$ cat config.mk
export PLATFORM = sky130hd
export DESIGN_NAME = hamming_stream_encoder
export DESIGN_NICKNAME = d
export VERILOG_FILES = /design/src/rtl/hamming_stream_encoder.sv
export SDC_FILE = /design/constraint.sdc
export NUM_CORES = 1
export LEC_CHECK = 0
export ABC_AREA = 1
export CORE_ASPECT_RATIO = 1.75
export CORE_MARGIN = 4
export CORE_UTILIZATION = 53
export DETAILED_ROUTE_END_ITERATION = 8
export PLACE_DENSITY = 0.83
export SKIP_CTS_REPAIR_TIMING = 1
export SLEW_MARGIN = 0
export SYNTH_ARGS = -nofsm -noshare
export SYNTH_HDL_FRONTEND = slang
export SYNTH_SLANG_ARGS = --single-unit
$ cat constraint.sdc
create_clock -name clk -period 3.2 [get_ports clk]
set_clock_uncertainty 0.2 [all_clocks]
set_input_delay 0.64 -clock clk [delete_from_list [all_inputs] [get_ports clk]]
set_output_delay 0.64 -clock clk [all_outputs]
set_load 0.02 [all_outputs]
$ cat src/rtl/hamming_stream_encoder.sv
// Streaming Hamming encoder with a 2-entry output buffer and per-word bit-flip injection.
// Define HAMMING_SECDED_EN to append an overall even-parity bit (SECDED codeword).
module hamming_stream_encoder #(
  parameter int unsigned DATA_W = 4,
  parameter int unsigned CNT_W  = 16,
  localparam int unsigned PAR_W = (DATA_W <= 4)  ? 3 :
                                  (DATA_W <= 11) ? 4 :
                                  (DATA_W <= 26) ? 5 : 6,
  localparam int unsigned HAM_W = DATA_W + PAR_W,
`ifdef HAMMING_SECDED_EN
  localparam int unsigned CW_W  = HAM_W + 1,
`else
  localparam int unsigned CW_W  = HAM_W,
`endif
  localparam int unsigned POS_W = $clog2(CW_W + 1)
) (
  input  logic              clk,
  input  logic              rst_n,
  input  logic              in_valid,
  output logic              in_ready,
  input  logic [DATA_W-1:0] in_data,
  input  logic              inj_en,
  input  logic [POS_W-1:0]  inj_pos,
  output logic              out_valid,
  input  logic              out_ready,
  output logic [CW_W-1:0]   out_code,
  output logic [CNT_W-1:0]  word_cnt
);

  // Hamming position (1-based) of data bit idx: the idx-th non-power-of-two position.
  function automatic int unsigned data_pos(int unsigned idx);
    int unsigned n;
    int unsigned res;
    n   = 0;
    res = 0;
    for (int unsigned p = 3; p <= 64; p++) begin
      if ((p & (p - 1)) != 0) begin
        if (n == idx && res == 0) res = p;
        n++;
      end
    end
    return res;
  endfunction

  // Data positions covered by parity bit p(2**k).
  function automatic logic [HAM_W-1:0] cover_mask(int unsigned k);
    logic [HAM_W-1:0] m;
    m = '0;
    for (int unsigned p = 1; p <= HAM_W; p++) begin
      if (((p >> k) & 1) == 1 && (p & (p - 1)) != 0) m = m | (HAM_W'(1) << (p - 1));
    end
    return m;
  endfunction

  logic [HAM_W-1:0] data_placed;
  logic [PAR_W-1:0] par;
  logic [HAM_W-1:0] ham;
  logic [CW_W-1:0]  code_enc;
  logic [CW_W-1:0]  inj_mask;
  logic [CW_W-1:0]  code_inj;

  for (genvar i = 0; i < DATA_W; i++) begin : g_data
    assign data_placed[data_pos(i) - 1] = in_data[i];
  end

  for (genvar k = 0; k < PAR_W; k++) begin : g_par
    localparam logic [HAM_W-1:0] Cover = cover_mask(k);
    assign data_placed[(1 << k) - 1] = 1'b0;
    assign par[k] = ^(data_placed & Cover);
  end

  for (genvar p = 1; p <= HAM_W; p++) begin : g_pos
    if ((p & (p - 1)) == 0) begin : g_is_par
      assign ham[p - 1] = par[$clog2(p)];
    end else begin : g_is_data
      assign ham[p - 1] = data_placed[p - 1];
    end
  end

`ifdef HAMMING_SECDED_EN
  assign code_enc = {^ham, ham};
`else
  assign code_enc = ham;
`endif

  localparam logic [POS_W-1:0] CwLim = POS_W'(CW_W);

  // Injection is applied last so it can also corrupt the overall parity bit.
  always_comb begin
    inj_mask = '0;
    if (inj_en && (inj_pos < CwLim)) inj_mask = {{(CW_W - 1){1'b0}}, 1'b1} << inj_pos;
  end

  assign code_inj = code_enc ^ inj_mask;

  logic [CW_W-1:0]  mem_q [2];
  logic             wr_ptr_q;
  logic             rd_ptr_q;
  logic [1:0]       count_q;
  logic [1:0]       count_d;
  logic [CNT_W-1:0] cnt_q;
  logic             push;
  logic             pop;
  logic             out_sel;

  assign in_ready  = (count_q != 2'd2);
  assign out_valid = (count_q != 2'd0);
  assign push      = in_valid & in_ready;
  assign pop       = out_valid & out_ready;

  // When empty, the last popped entry sits behind the read pointer and is held on out_code.
  assign out_sel  = (count_q == 2'd0) ? ~rd_ptr_q : rd_ptr_q;
  assign out_code = mem_q[out_sel];
  assign word_cnt = cnt_q;

  always_comb begin
    count_d = count_q;
    unique case ({push, pop})
      2'b10:   count_d = count_q + 2'd1;
      2'b01:   count_d = count_q - 2'd1;
      default: count_d = count_q;
    endcase
  end

  always_ff @(posedge clk or negedge rst_n) begin
    if (!rst_n) begin
      mem_q[0] <= '0;
      mem_q[1] <= '0;
      wr_ptr_q <= 1'b0;
      rd_ptr_q <= 1'b0;
      count_q  <= 2'd0;
      cnt_q    <= '0;
    end else begin
      if (push) begin
        mem_q[wr_ptr_q] <= code_inj;
        wr_ptr_q        <= ~wr_ptr_q;
      end
      if (pop) begin
        rd_ptr_q <= ~rd_ptr_q;
        cnt_q    <= cnt_q + 1'b1;
      end
      count_q <= count_d;
    end
  end

endmodule

==> impl_metrics.json, run 1 <==
{
  "status": "finished, final reports clean",
  "path_max_fanout": 14,
  "cts_buffer_depth": 2,
  "die_h_um": 88.0,
  "r2r_start": "count_q[0]$_DFFE_PN0P_",
  "synth_top_area_share_pct": 43.9,
  "fmax_mhz": 342,
  "dp_hpwl_um": 3220,
  "synth.top_cells.by_area": "dfrtp_1 (44%), nand2_1 (17%), inv_1 (7.5%)",
  "grt_pass1_vias": 1781,
  "die_area_um2": 4730,
  "row_count": 28,
  "synth_seq_cells": 34,
  "drive_gt1_share_pct": 7.80,
  "coreArea_um2": 3470,
  "ir_drop_uv": 630,
  "cts.sinks": 34,
  "setup_viol": 0,
  "seqCellArea_um2": 851,
  "synth_fa_ha_area_share_pct": 1.29,
  "setup_slack_ns": 0.277,
  "drc": 0,
  "drt_iter0_drc": 39,
  "place_ws_ns": 0.574,
  "routed_wl_um": 4040,
  "ys_types": 22,
  "clk_pin_slew_ns": 0.06,
  "final_common_cell": "nand2_1",
  "hold_class": "reg -> reg",
  "syn-instance-count": 252,
  "drt_first_pass_iters": 4,
  "slew_headroom_pct": 71.5,
  "holdPathStages": 2,
  "post_drt_wl_per_cell_um": 11.9,
  "leakagePower_nw": 1.24,
  "htreeDepth": 2,
  "fin_crit_sh_pct": 91.3,
  "yosysSeqAreaShare_pct": 43.9,
  "yosys.area_share.xor_xnor_pct": 8.06,
  "synthesis.area_um2": 1940,
  "clock-root-buffer": "clkbuf_8",
  "crit_arrival_ns": 2.08,
  "cts_tree": "yes",
  "cts_buffers": 5,
  "cp_data_required_time_ns": 2.36,
  "finalMaxSlewViolations": 0,
  "ios": 37,
  "ant_nets": 0,
  "min_period_ns": 2.92,
  "multiInputGateArea_um2": 916,
  "antenna_found_initial": 0,
  "yosys.area_share.simple_pct": 33.7,
  "fin_nets": 309,
  "hold_viol_final": 0,
  "tightest_slew_ns": 0.427,
  "overflow": 0,
  "syn_area_per_cell_um2": 7.70,
  "clk_latency_ns": 0.28,
  "crit_start": "count_q[0]$_DFFE_PN0P_",
  "rr_worst_depth": 6,
  "hp-start": "mem_q[0]$_DFFE_PN0P_",
  "hold_end": "mem_q[0]$_DFFE_PN0P_",
  "vias": 1698,
  "syn-num-nets": 266,
  "fillers": 288,
  "ys_warn_count": 0,
  "startpoint_type": "flip-flop",
  "path_class": "reg -> out",
  "final_cell_mix": "nand2_1 (89), inv_1 (39), clkdlybuf4s50_1 (36), dfrtp_1 (34), nand3_1 (21)",
  "max_cap_violations": 0,
  "yosysTopAreaCell": "dfrtp_1",
  "grt_pass1_wl_um": 7330,
  "initial_core_util_pct": 55.9,
  "gp_congestion": 0.816,
  "io_buffers": 36,
  "endpoint_kind": "output port",
  "synth_compound_area_share_pct": 4.13,
  "synth_top_family_by_area": "simple AND/OR/NAND/NOR gates",
  "r2r-end": "count_q[1]$_DFFE_PN0P_",
  "whs_ns": 0.282,
  "area_growth_pct": 25.2,
  "power_density_nw_per_um2": 822,
  "tns_ns": 0,
  "track_usage_pct": 20.9,
  "grt_max_degree": 35,
  "rsz0062_at_grt": "false",
  "r2r_slack_ns": 1.41,
  "num_antenna_cells": 0,
  "die_w_um": 53.7,
  "viasPerCell": 4.99,
  "muxShareOfSynthArea_pct": 0
}
-- logic make-up after synthesis --
family                     after synthesis
DFF                                     34
AOI/OAI and AO/OA                       16
buffers and inverters                   42
and+or+nand+nor                        141
xor gates and xnor gates                17
adders and majority gates                2
-- sequential cells by signal (all words and copies together) (netlist names) --
| signal | flops |
|---|---|
| mem_q | 14 |
| count_q | 2 |
| wr_ptr_q | 1 |
| word_cnt | 16 |
| rd_ptr_q | 1 |
-- cells in the mapped netlist --
master     n
ha_1       2
nand4_1    3
nand2_1   89
nor3_1     2
inv_2      1
nand2_2    2
nand3_1   21
nor2_4     4
a21oi_1    1
nor2_8     1
o21ai_0   15
dfrtp_1   34
nor2_2     2
xor2_2     1
xnor2_1    7
inv_1     39
nand3_4    1
xor2_1     9
nor2_1    13
buf_6      2
nand3b_1   1
nand2_4    2
-- worst max path at each step --
stage | end | slack [ns]
after floorplan | out_code[0] | 0.98
after global placement | out_code[3] | 0.63
after detailed placement | out_code[6] | 0.57
after CTS | out_code[6] | 0.25
after global routing | out_code[6] | 0.16
final | out_code[6] | 0.28
-- worst max-delay path: stages (launching register included) --
cell	delay (ns)
dfrtp_1	0.44
nor2_4	0.23
xor2_2	0.15
buf_4	0.20
nand2_1	0.07
o21ai_0	0.08
clkdlybuf4s50_1	0.64
-- through the flow --
step	power (W)	utilization [%]	instance area, um^2	cells
after floorplan	0.00132	-	1940	252
after global routing	0.00215	70.0	2430	340
final	0.00199	70.0	2430	340
after CTS	0.00202	70.0	2430	340
after detailed placement	0.00171	67.7	2350	333
after global placement	0.00169	67.7	2350	333
-- routing by layer --
metal | part of all wire [%] | wire length, um | vias up | global-route usage [%]
met5 | 0 | 0 | - | 0
met4 | 2.4 | 98 | 0 | 9.30
met3 | 4.5 | 182 | 10 | 4.26
met2 | 57 | 2300 | 50 | 38.5
met1 | 36 | 1460 | 787 | 21.6
li1 | - | - | 851 | -
-- area by class of cell --
cell class / instances / area share, %
Timing Repair Buffer: 38 / 15.5
Clock inverter: 2 / 0.412
Inverter: 40 / 6.19
Clock buffer: 5 / 2.84
Multi-Input combinational cell: 176 / 37.7
Tap cell: 45 / 2.32
Sequential cell: 34 / 35.1
-- power by group --
group | internal, W | total, W | switching (W) | leakage (nW)
combinational | 0.000434 | 0.00101 | 0.000571 | 0.765
sequential | 0.000577 | 0.000694 | 0.000118 | 0.429
clock | 0.000146 | 0.000295 | 0.000149 | 0.0438
Note: power is estimated with default switching activity, not from simulation.
==> run 2: changes to the inputs <==
--- a/config.mk
+++ b/config.mk
@@ -8,9 +8,9 @@
 export ABC_AREA = 1
 export CORE_ASPECT_RATIO = 1.75
 export CORE_MARGIN = 4
-export CORE_UTILIZATION = 53
+export CORE_UTILIZATION = 55
 export DETAILED_ROUTE_END_ITERATION = 8
-export PLACE_DENSITY = 0.83
+export PLACE_DENSITY = 0.86
 export SKIP_CTS_REPAIR_TIMING = 1
 export SLEW_MARGIN = 0
 export SYNTH_ARGS = -nofsm -noshare
==> impl_metrics.json, run 2 (synthesized netlist as in run 1, its figures left out) <==
{
  "crit_start": "count_q[0]$_DFFE_PN0P_",
  "endpoint_kind": "output port",
  "finalMaxSlewViolations": 0,
  "antenna_found_initial": 0,
  "hp-start": "mem_q[3]$_DFFE_PN0P_",
  "clk_pin_slew_ns": 0.07,
  "cp_data_required_time_ns": 2.36,
  "htreeDepth": 2,
  "critPathBufInv": 2,
  "setup_slack_ns": 0.276,
  "min_period_ns": 2.92,
  "critPathMaxStageDelay_ns": 0.63,
  "slew_headroom_pct": 71.5,
  "crit_slowest_cell": "clkdlybuf4s50_1",
  "met2_length_um": 2360,
  "drt_first_pass_iters": 4,
  "num_antenna_cells": 0,
  "crit_family": "buffers and inverters",
  "fin_crit_sh_pct": 91.4,
  "die_area_um2": 4580,
  "final_cell_mix": "nand2_1 (89), inv_1 (39), clkdlybuf4s50_1 (36), dfrtp_1 (34), nand3_1 (21)",
  "setup_viol": 0,
  "leakagePower_nw": 1.24,
  "crit_arrival_ns": 2.08,
  "hold_class": "reg -> reg",
  "r2r_start": "count_q[0]$_DFFE_PN0P_",
  "die_w_um": 52.9,
  "drive_gt1_share_pct": 7.77,
  "fmax_mhz": 342,
  "clock-root-buffer": "clkbuf_8",
  "initial_core_util_pct": 57.1,
  "final_common_cell": "nand2_1",
  "area_growth_pct": 25.8,
  "tightest_slew_ns": 0.428,
  "die_h_um": 86.6,
  "cts_buffer_depth": 2,
  "vias": 1701,
  "viasPerCell": 4.99,
  "max_cap_violations": 0,
  "grt_pass1_wl_um": 7200,
  "tns_ns": 0,
  "gp_congestion": 0.785,
  "overflow": 0,
  "grt_max_degree": 35,
  "hold_viol_final": 0,
  "fin_util_pct": 71.8,
  "startpoint_type": "flip-flop",
  "row_count": 28,
  "routed_wl_um": 4150,
  "drt_iter0_drc": 27,
  "fin_nets": 309,
  "path_max_fanout": 14,
  "clk_latency_ns": 0.28,
  "power_density_nw_per_um2": 832,
  "ios": 37,
  "whs_ns": 0.282,
  "grt_pass1_vias": 1786,
  "io_buffers": 36,
  "cts_tree": "yes",
  "place_ws_ns": 0.578,
  "top_layer": "met4",
  "dp_hpwl_um": 3270,
  "cts.sinks": 34,
  "ir_drop_uv": 700,
  "r2r_slack_ns": 1.42,
  "post_drt_wl_per_cell_um": 12.2,
  "coreArea_um2": 3400,
  "cp_cell_sequence": "nor2_4 -> xor2_2 -> buf_4 -> nand2_1 -> o21ai_0 -> clkdlybuf4s50_1",
  "fillers": 268,
  "rsz0062_at_grt": "false",
  "path_class": "reg -> out",
  "ant_nets": 0,
  "drc": 0,
  "wl_met3_um": 151,
  "status": "finished, final reports clean",
  "wl_met1_um": 1500,
  "largest_register_ff_count": 16,
  "cts_buffers": 5,
  "track_usage_pct": 21.4
}
## run 2: cell type report
type                    instances  area, um^2  area share [%]
flip-flops and latches         34         851            34.9
clock inverters                 1        5.00           0.205
inverters                      40         150            6.15
clock buffers                   7        86.3            3.54
repair buffers                 38         375            15.4
well taps                      45        56.3            2.31
multi-input cells             176         916            37.5
## run 2: final timing paths
| check | endpoint | cells past startpoint |
|---|---|---|
| max in group asynchronous | mem_q[13]$_DFFE_PN0P_ | 2 |
| max | out_code[5] | 6 |
| min reg2reg | mem_q[3]$_DFFE_PN0P_ | 2 |
| min | mem_q[3]$_DFFE_PN0P_ | 2 |
| max reg2reg | count_q[1]$_DFFE_PN0P_ | 6 |
| min in group asynchronous | mem_q[5]$_DFFE_PN0P_ | 2 |
## run 2: metrics by stage
stage	cells	instance area [um^2]	power, W
after floorplan	252	1940	0.00132
after global placement	333	2350	0.00168
after detailed placement	333	2350	0.00172
after CTS	341	2440	0.00205
after global routing	341	2440	0.00218
final	341	2440	0.00203
## run 2: layer usage
metal	vias up	GRT usage, %
met3	11	4.13
met1	794	18.9
met4	0	11.6
li1	859	-
met5	-	0
met2	37	41.7
## run 2: where the power goes
part           internal [W]  switching [W]  total (W)  leakage (nW)
clock network      0.000173       0.000150   0.000323        0.0482
registers          0.000577       0.000113   0.000690         0.429
logic              0.000436       0.000582    0.00102         0.765
## run 2: worst register-to-register path, delay by kind of cell, from the launching register on
kind | cells | cell delay, ns
adders and majority gates | 1 | 0.33
DFF | 1 | 0.45
xor gates and xnor gates | 1 | 0.15
AOI/OAI and AO/OA | 2 | 0.22
and+or+nand+nor | 2 | 0.30
